--- src/rtl/lab_sprite_fetch.sv ---
// Sprite fetch stage: window test, ROM addressing, colour keying.
// Two-stage pipeline matched to a one-cycle synchronous sprite ROM.
`timescale 1ns/1ps
module lab_sprite_fetch #(
  parameter int DATA_WIDTH = 12,
  parameter int ADDR_WIDTH = 8,
  parameter int SPR_W = 20,
  parameter int SPR_H = 11,
  parameter int SCALE_LOG2 = 1,
  parameter logic [DATA_WIDTH-1:0] KEY_COLOR = 12'h0F0
) (
  input  logic                  clk,
  input  logic                  reset_n,
  input  logic                  pixel_tick,
  input  logic [9:0]            pixel_x,
  input  logic [9:0]            pixel_y,
  input  logic                  video_on,
  input  logic                  frame_start,
  input  logic [9:0]            pos_x,
  input  logic [9:0]            pos_y,
  input  logic                  flip_h,
  output logic [ADDR_WIDTH-1:0] rom_addr,
  input  logic [DATA_WIDTH-1:0] rom_data,
  output logic [DATA_WIDTH-1:0] sprite_rgb,
  output logic                  sprite_hit,
  output logic                  out_valid
);

  localparam int WIN_W = SPR_W << SCALE_LOG2;
  localparam int WIN_H = SPR_H << SCALE_LOG2;

  logic [9:0]            px_q, px_d;
  logic [9:0]            py_q, py_d;
  logic                  fl_q, fl_d;
  logic [ADDR_WIDTH-1:0] rom_addr_q, rom_addr_d;
  logic                  v1_q, v1_d;
  logic                  w1_q, w1_d;
  logic                  v2_q, v2_d;
  logic                  w2_q, w2_d;
  logic                  out_valid_q, out_valid_d;
  logic                  sprite_hit_q, sprite_hit_d;
  logic [DATA_WIDTH-1:0] sprite_rgb_q, sprite_rgb_d;

  logic [10:0]           dx, dy;
  logic [10:0]           col, row;
  logic                  in_win;
  logic [ADDR_WIDTH-1:0] addr;

  // Window test and ROM address for the current pixel (frame-latched pos).
  always_comb begin
    dx = {1'b0, pixel_x} - {1'b0, px_q};
    dy = {1'b0, pixel_y} - {1'b0, py_q};
    in_win = (pixel_x >= px_q) && (pixel_y >= py_q) &&
             (dx < 11'(WIN_W)) && (dy < 11'(WIN_H));
    col = dx >> SCALE_LOG2;
    row = dy >> SCALE_LOG2;
    if (fl_q) begin
      col = 11'(SPR_W - 1) - col;
    end
    addr = ADDR_WIDTH'(row * 11'(SPR_W) + col);
  end

  // Next-state for frame latch, both pipeline stages and the outputs.
  always_comb begin
    px_d = px_q;
    py_d = py_q;
    fl_d = fl_q;
    if (frame_start) begin
      px_d = pos_x;
      py_d = pos_y;
      fl_d = flip_h;
    end
    rom_addr_d = rom_addr_q;
    w1_d = w1_q;
    if (pixel_tick) begin
      rom_addr_d = in_win ? addr : '0;
      w1_d = in_win && video_on;
    end
    v1_d = pixel_tick;
    v2_d = v1_q;
    w2_d = w1_q;
    out_valid_d = v2_q;
    sprite_hit_d = v2_q && w2_q && (rom_data != KEY_COLOR);
    sprite_rgb_d = sprite_hit_d ? rom_data : '0;
  end

  // State registers, cleared asynchronously so no stale pixel escapes.
  always_ff @(posedge clk or negedge reset_n) begin
    if (!reset_n) begin
      px_q <= '0;
      py_q <= '0;
      fl_q <= 1'b0;
      rom_addr_q <= '0;
      v1_q <= 1'b0;
      w1_q <= 1'b0;
      v2_q <= 1'b0;
      w2_q <= 1'b0;
      out_valid_q <= 1'b0;
      sprite_hit_q <= 1'b0;
      sprite_rgb_q <= '0;
    end else begin
      px_q <= px_d;
      py_q <= py_d;
      fl_q <= fl_d;
      rom_addr_q <= rom_addr_d;
      v1_q <= v1_d;
      w1_q <= w1_d;
      v2_q <= v2_d;
      w2_q <= w2_d;
      out_valid_q <= out_valid_d;
      sprite_hit_q <= sprite_hit_d;
      sprite_rgb_q <= sprite_rgb_d;
    end
  end

  assign rom_addr = rom_addr_q;
  assign out_valid = out_valid_q;
  assign sprite_hit = sprite_hit_q;
  assign sprite_rgb = sprite_rgb_q;

endmodule

--- config.mk ---
export PLATFORM = sky130hd
export DESIGN_NAME = lab_sprite_fetch
export DESIGN_NICKNAME = d
export VERILOG_FILES = /design/src/rtl/lab_sprite_fetch.sv
export SDC_FILE = /design/constraint.sdc
export NUM_CORES = 1
export LEC_CHECK = 0
export BUFFER_PORTS_ARGS = -buffer_cell sky130_fd_sc_hd__buf_2
export CORE_MARGIN = 5
export CORE_UTILIZATION = 48
export DETAILED_ROUTE_END_ITERATION = 12
export PLACE_DENSITY = 0.81
export SYNTH_ARGS = -nofsm -noshare
export SYNTH_HDL_FRONTEND = slang
export SYNTH_SLANG_ARGS = --single-unit
--- constraint.sdc ---
create_clock -name clk -period 3.3 [get_ports clk]
set_clock_uncertainty 0.1 [all_clocks]
set_input_delay 0.66 -clock clk [delete_from_list [all_inputs] [get_ports clk]]
set_output_delay 0.66 -clock clk [all_outputs]
set_load 0.02 [all_outputs]
### After elaboration in Yosys (flattened, before gate mapping)

Cells that the tools add are included.

| cells by class | value |
|---|---|
| add/subtract/negate cells | 4 |
| multiply operators | 1 |
| equality and inequality tests | 1 |
| multiplexer cells | 3 |
| magnitude comparators | 4 |
| reductions and logical operators | 6 |

Operators by type and width:

| cell | number |
|---|---|
| subtractor 10 x 10 -> 11 bit | 2 |
| >= comparator 10 bit | 2 |
| 2-to-1 mux 8 bit | 2 |
| 2-to-1 mux 12 bit | 1 |
| != test 12 x 8 -> 1 bit (second input constant) | 1 |
| < comparator 11 x 5 -> 1 bit (second input constant) | 1 |
| < comparator 11 x 6 -> 1 bit (second input constant) | 1 |
| multiplier 10 x 3 -> 6 bit (second input constant) | 1 |
| adder 8 bit | 1 |
| subtractor 5 x 8 -> 8 bit (first input constant) | 1 |
| logical AND 1 bit | 6 |

| word-level totals | value |
|---|---|
| output and inout bits | 22 |
| word-level logic and storage cells | 30 |
| register bits | 47 |

### Logic depth before layout (Yosys ltp)

Gate-level depths: netlist (run 1).

| depth | value |
|---|---|
| depth after elaboration | 5 |
| mapped depth | 15 |
| mapped depth without buffers | 15 |

### Worst setup path after synthesis (run 1)

No wires, ideal clock.

| timing path | value |
|---|---|
| path type | input to register |
| from | input port pixel_y[0] |
| to | register rom_addr_q[7] (netlist: rom_addr[7]) |
| required time | 3.065 ns |
| arrival | 3.527 ns |
| cell stages on the path | 15 |
| setup time | 0.135 ns |
| buffers on the path | 0 |
| path slack | -0.462 ns |
| path through | inv_1 > ha_1 > inv_1 > fa_1 > a21o_1 > a21oi_1 > xnor2_1 > ha_1 > ha_1 > fa_1 > ha_1 > a21oi_1 > o21ai_0 > xnor2_1 > o22ai_1 |

| on the way | value |
|---|---|
| longest elaborated chain between the ends | 5 |

Ends and longest elaborated chain:

| item | RTL line | text |
|---|---|---|
| start: declaration | 16 | `input logic [9:0] pixel_y,` |
| parallel branches: the longest is 4 deep, another holds subtractor 10 x 10 -> 11 bit | -- |  |
| 2-to-1 mux 8 bit * | 76 | `rom_addr_d = in_win ? addr : '0;` |
| end signal: assignment | 105 | `rom_addr_q <= rom_addr_d;` |
| end: declaration | 35 | `logic [ADDR_WIDTH-1:0] rom_addr_q, rom_addr_d;` |

Every way passes the cells marked *.
A chain may end at the register's enable or synchronous reset.

### Worst setup path after layout (run 1)

Same ends and word-level chain as after synthesis.

==> impl_metrics.env, run 1 <==
export IMPL_root_buffer="clkbuf_8"
export IMPL_gr_max_usage_layer="met2"
export IMPL_status="complete, but fails checks"
export IMPL_synth_top_area_frac=0.385
export IMPL_tns_ns=-0.186
export IMPL_vias_per_cell=5.23
export IMPL_ys_top_cells_by_area="dfrtp_1, ha_1, xnor2_1"
export IMPL_drv_slew=0
export IMPL_portBuffers=79
export IMPL_synth_most_common_cell="dfrtp_1"
export IMPL_yosysSeqAreaShare=0.385
export IMPL_p_leak_nw=2.05
export IMPL_area_growth_pct=31.9
export IMPL_synth_edf_count=0
export IMPL_critPathRequiredTime_ns=3.39
export IMPL_ios=80
export IMPL_power_density_nw_per_um2=568
export IMPL_die_y_um=89.8
export IMPL_htreeDepth=2
export IMPL_routed_wl_mm=7.21
export IMPL_drc=0
export IMPL_arrival_ns=3.57
export IMPL_antenna_cells=0
export IMPL_startpoint_type="input port"
export IMPL_avgRoutedWirePerCell_um=14.1
export IMPL_antenna_found_initial=0
export IMPL_initial_core_util=0.487
export IMPL_grt_pass1_wl_mm=12.6
export IMPL_dpl_hpwl_mm=5.09
export IMPL_vias=2675
export IMPL_min_period_over_period=1.06
export IMPL_grt_pass1_vias=2854
export IMPL_synth_cells=318
export IMPL_path_class="in -> reg"
export IMPL_ff2ff_path_depth=14
export IMPL_die_area_um2=8060
export IMPL_ant_nets=0
export IMPL_endpoint_kind="flip-flop"
export IMPL_synth_seq_cells=47
export IMPL_clockBufferDepth=2
export IMPL_drv_cap=0
export IMPL_final_core_util=0.642
export IMPL_grt_overflow=0
export IMPL_firstDrtPassIters=4
export IMPL_met3_usage=0.0501
export IMPL_timing_fmax_ghz=0.287
export IMPL_cts_tree="built"
export IMPL_setup_slack_ns=-0.186
export IMPL_hold_ws_ns=0.256
export IMPL_dr_first_iter_drc_count=113
export IMPL_place_congestion=0.832
export IMPL_max_vdd_ir_drop_mv=0.327
export IMPL_ys_flop_type="dfrtp_1"
export IMPL_relSlewSlack=0.286
export IMPL_power_internal_mw=1.46
export IMPL_clk_pin_slew_worst_paths_ns=0.09
export IMPL_clk_latency_ns=0.31
export IMPL_use_met2=0.304
export IMPL_synth_area_um2=3050
export IMPL_worst_slew_pin_slew_ns=1.07
export IMPL_nets=524
export IMPL_p_sw_mw=0.826
export IMPL_p_sw_frac=0.361
export IMPL_grt_met1_usage=0.229
export IMPL_netlist_top_cells_count="dfrtp_1, inv_1, ha_1, o21ai_0, nand2_1"
export IMPL_synth_nets=409
export IMPL_grt_max_degree=48
export IMPL_cp_max_fo=3
export IMPL_syn_area_per_cell_um2=9.60
export IMPL_cts_buffers=5
export IMPL_grtUsageTotal=0.183
export IMPL_die_w_um=89.8
export IMPL_whs_path_depth=0
export IMPL_violations="setup timing"
export IMPL_cts_sinks=47
export IMPL_final_cell_area_um2=4030
export IMPL_ys_warn_count=0
export IMPL_rsz0062_at_grt="yes"
export IMPL_drive_gt1_frac=0.371
export IMPL_clkPwrFrac=0.193
export IMPL_final_hold_viol_count=0
export IMPL_r2r_setup_slack_ns=-0.11
export IMPL_core_area_um2=6280
export IMPL_period_minus_slack_ns=3.49
export IMPL_synth_top_area_cell="dfrtp_1"
export IMPL_fp_row_count=29
export IMPL_hold_path_class="reg -> reg"
export IMPL_synthArstFlopShare=1.00
export IMPL_p_seq_frac=0.267
export IMPL_power_frac_comb=0.540
export IMPL_ys_types=51
export IMPL_final_setup_viol_count=1
export IMPL_fillers=505
export IMPL_place_area_um2=3820
[registers in the layout, summed over array words and instances (netlist names)]
register	cells
fl_q	1
out_valid	1
out_valid_d	1
px_q	10
py_q	10
rom_addr	8
sprite_hit	1
sprite_rgb	12
v1_q	1
w1_q	1
w2_q	1
[cells in the final DEF (no fill, tap or decap), drive strengths merged, types with 2 or more instances in the layout]
master and instances:
inv 38, xnor2 18, or3 2, a21o 7, mux2 4, a21boi 2
buf 118, nand2b 4, o22ai 10, o21a 2, a222oi 2, a221oi 2
nor3 4, mux2i 3, fa 4, nand2 26, nand3 8, ha 29
o21ai 28, nor4b 3, and2 12, o2111ai 2, clkbuf 5, a211oi 4
nor2b 3, a21oi 15, nor2 8, xor2 5, dfrtp 47
[routing by layer]
layer / up-vias / wire [µm]
li1: 1334 / -
met4: 0 / 100
met2: 84 / 3470
met5: - / 0
met1: 1245 / 3140
met3: 12 / 504
[stage by stage]
stage / worst slack, ns / power [mW] / std cells
2_1_floorplan: -0.288 / 1.31 / 318
5_1_grt: -0.277 / 2.44 / 511
3_3_place_gp: -0.452 / 1.60 / 499
4_1_cts: -0.0923 / 2.19 / 509
3_5_place_dp: -0.559 / 1.64 / 499
6_report: -0.186 / 2.29 / 511
[worst max-delay path, cell delays in order]
cell	delay [ns]
buf_8	0.11
inv_12	0.04
ha_4	0.11
inv_2	0.04
fa_2	0.34
a21o_1	0.19
a21oi_2	0.18
xnor2_2	0.14
ha_1	0.27
ha_2	0.20
fa_1	0.48
ha_4	0.28
a21oi_2	0.16
o21ai_2	0.10
xnor2_2	0.19
o22ai_1	0.10
[cell type report]
| cell class | instances | area (µm²) | area share |
|---|---|---|---|
| Inverter | 37 | 151 | 0.0376 |
| Sequential cell | 47 | 1180 | 0.292 |
| Clock inverter | 3 | 46.3 | 0.0115 |
| Clock buffer | 5 | 68.8 | 0.0171 |
| Tap cell | 77 | 96.3 | 0.0239 |
| Timing Repair Buffer | 118 | 698 | 0.173 |
| Multi-Input combinational cell | 224 | 1790 | 0.445 |
[power groups by stage]
stage	sequential, mW	combinational, mW	clock [mW]
floorplan	0.619	0.691	0
global placement	0.623	0.976	0
detailed placement	0.623	1.01	0
CTS	0.612	1.13	0.456
global route	0.614	1.36	0.470
finish	0.612	1.24	0.442
[cell families after synthesis]
logic type	count (synthesis)	share of synthesized area
xor gates and xnor gates	23	0.0660
adders and majority gates	33	0.145
AOI/OAI and AO/OA	83	0.179
and+or+nand+nor	78	0.138
DFF	47	0.385
buffers and inverters	47	0.0619
muxes	7	0.0246
[what timing repair did]
action / CTS / global route
setup endpoints to repair: 2 / 3
buffers inserted: 2 / 2
pin swaps: 15 / 6
resized for setup: 10 / 5
hold buffers: 0 / 0
[final timing paths]
| check | startpoint | endpoint |
|---|---|---|
| setup / recovery | pixel_y[0] | rom_addr[7] |
| setup reg to reg | py_q[0] | rom_addr[7] |
| max in group asynchronous | reset_n | py_q[5] |
| hold reg to reg | v1_q | out_valid_d |
| min in group asynchronous | reset_n | py_q[7] |
| hold / removal | v1_q | out_valid_d |
Note: power is estimated with default switching activity, not from simulation.
==> run 2: changes to the inputs <==
--- a/config.mk
+++ b/config.mk
@@ -9,7 +9,7 @@
 export CORE_MARGIN = 5
 export CORE_UTILIZATION = 48
 export DETAILED_ROUTE_END_ITERATION = 12
-export PLACE_DENSITY = 0.81
+export PLACE_DENSITY = 0.82
 export SYNTH_ARGS = -nofsm -noshare
 export SYNTH_HDL_FRONTEND = slang
 export SYNTH_SLANG_ARGS = --single-unit
==> impl_metrics.env, run 2 (same netlist as run 1, synthesis figures left out) <==
export IMPL_status="complete, but fails checks"
export IMPL_violations="setup timing"
export IMPL_core_area_um2=6280
export IMPL_antenna_cells=0
export IMPL_power_mw=2.21
export IMPL_r2r_setup_slack_ns=-0.01
export IMPL_mostFrequentLayoutCell="buf_2"
export IMPL_grt_overflow=0
export IMPL_startpoint_type="input port"
export IMPL_largest_register_ffs=12
export IMPL_grt_pass1_wl_mm=11.9
export IMPL_relSlewSlack=0.299
export IMPL_r2r_start="py_q[0]"
export IMPL_grtUsageTotal=0.176
export IMPL_hold_ws_ns=0.258
export IMPL_fillers=510
export IMPL_area_growth_pct=30.5
export IMPL_rsz0062_at_grt="yes"
export IMPL_clockBufferDepth=2
export IMPL_dp_worst_setup_slack_ns=-0.562
export IMPL_dr_wl_met2_mm=3.53
export IMPL_hold_start="v1_q"
export IMPL_wl_met3_um=498
export IMPL_ff2ff_path_depth=14
export IMPL_clk_pin_slew_worst_paths_ns=0.10
export IMPL_period_minus_slack_ns=3.39
export IMPL_final_setup_viol_count=2
export IMPL_cp_startpoint="pixel_y[0]"
export IMPL_dr_first_iter_drc_count=108
export IMPL_ios=80
export IMPL_grt_pass1_vias=2756
export IMPL_initial_core_util=0.487
export IMPL_dpl_hpwl_mm=5.36
export IMPL_clk_latency_ns=0.31
export IMPL_fin_cells=505
export IMPL_routed_wl_mm=7.31
export IMPL_vias_per_cell=5.24
export IMPL_drc=0
export IMPL_die_w_um=89.8
export IMPL_grt_max_degree=48
export IMPL_drv_slew=0
export IMPL_vias=2645
export IMPL_min_period_over_period=1.03
export IMPL_drv_cap=0
export IMPL_cts_buffers=5
export IMPL_worst_slew_pin_slew_ns=1.05
export IMPL_power_density_nw_per_um2=554
export IMPL_die_area_um2=8060
export IMPL_root_buffer="clkbuf_8"
export IMPL_fp_row_count=29
export IMPL_htreeDepth=2
export IMPL_ant_nets=0
export IMPL_p_leak_nw=2.00
export IMPL_multi_input_area_um2=1780
export IMPL_place_congestion=0.797
export IMPL_final_hold_viol_count=0
export IMPL_die_y_um=89.8
export IMPL_cp_max_fo=3
export IMPL_hold_path_class="reg -> reg"
export IMPL_antenna_found_initial=0
export IMPL_tns_ns=-0.127
export IMPL_portBuffers=79
export IMPL_arrival_ns=3.49
export IMPL_nets=518
export IMPL_dp_cells=496
export IMPL_whs_path_depth=0
export IMPL_timing_fmax_ghz=0.295
export IMPL_path_class="in -> reg"
export IMPL_seqCellArea_um2=1180
export IMPL_firstDrtPassIters=4
export IMPL_wl_met1_mm=3.21
export IMPL_avgRoutedWirePerCell_um=14.5
export IMPL_final_core_util=0.635
export IMPL_cts_tree="built"
export IMPL_critPathRequiredTime_ns=3.40
export IMPL_final_cell_area_um2=3990
export IMPL_final_cell_mix="buf_2, dfrtp_1, inv_1, buf_4, o21ai_0"
export IMPL_setup_slack_ns=-0.0885
export IMPL_endpoint_kind="flip-flop"
export IMPL_cts_sinks=47
export IMPL_drive_gt1_frac=0.360
export IMPL_place_area_um2=3790
export IMPL_max_vdd_ir_drop_mv=0.409
export IMPL_highest_layer="met4"
## run 2: changes by cell type in the layout (fill, tap and decap cells not counted), sizes merged
cell | before | now
buf | 118 | 112
## run 2: repair_timing
item / 4_1_cts / 5_1_grt
hold buffers: 0 / 0
pin swaps: 13 / 15
endpoints found under the hold margin: 0 / 0
endpoints found under the setup margin: 2 / 3
resized for setup: 4 / 14
setup buffers: 0 / 1
## run 2: worst paths after layout
kind                                to
setup / recovery           rom_addr[7]
hold / removal             out_valid_d
setup reg to reg           rom_addr[7]
hold reg to reg            out_valid_d
max in group asynchronous  out_valid_d
min in group asynchronous      py_q[7]
## run 2: routing by layer
| layer | track usage | up-vias |
|---|---|---|
| li1 | - | 1321 |
| met1 | 0.216 | 1244 |
| met2 | 0.300 | 72 |
| met3 | 0.0492 | 8 |
| met4 | 0.0479 | 0 |
| met5 | 0 | - |
## run 2: power by group
part           internal, mW  total, mW  switching (mW)
sequential            0.600      0.612          0.0120
clock                 0.228      0.442           0.214
combinational         0.593       1.15           0.561
total                  1.42       2.21           0.787
## run 2: critical path: stages
cell and delay (ns):
buf_8 0.11, inv_12 0.04, ha_4 0.11, inv_2 0.04
fa_2 0.33, a21o_1 0.19, a21oi_2 0.16, xnor2_2 0.14
ha_1 0.28, ha_2 0.20, fa_1 0.50, ha_4 0.32
nand2_2 0.06, o21ai_2 0.12, xnor2_1 0.13, o22ai_1 0.08
## run 2: layout make-up
class,instances,share of cell area
clock inverter,3,0.0116
multi-input combinational,224,0.448
tap,77,0.0242
timing repair buffer,112,0.165
inverter,37,0.0386
sequential,47,0.295
clock buffer,5,0.0173
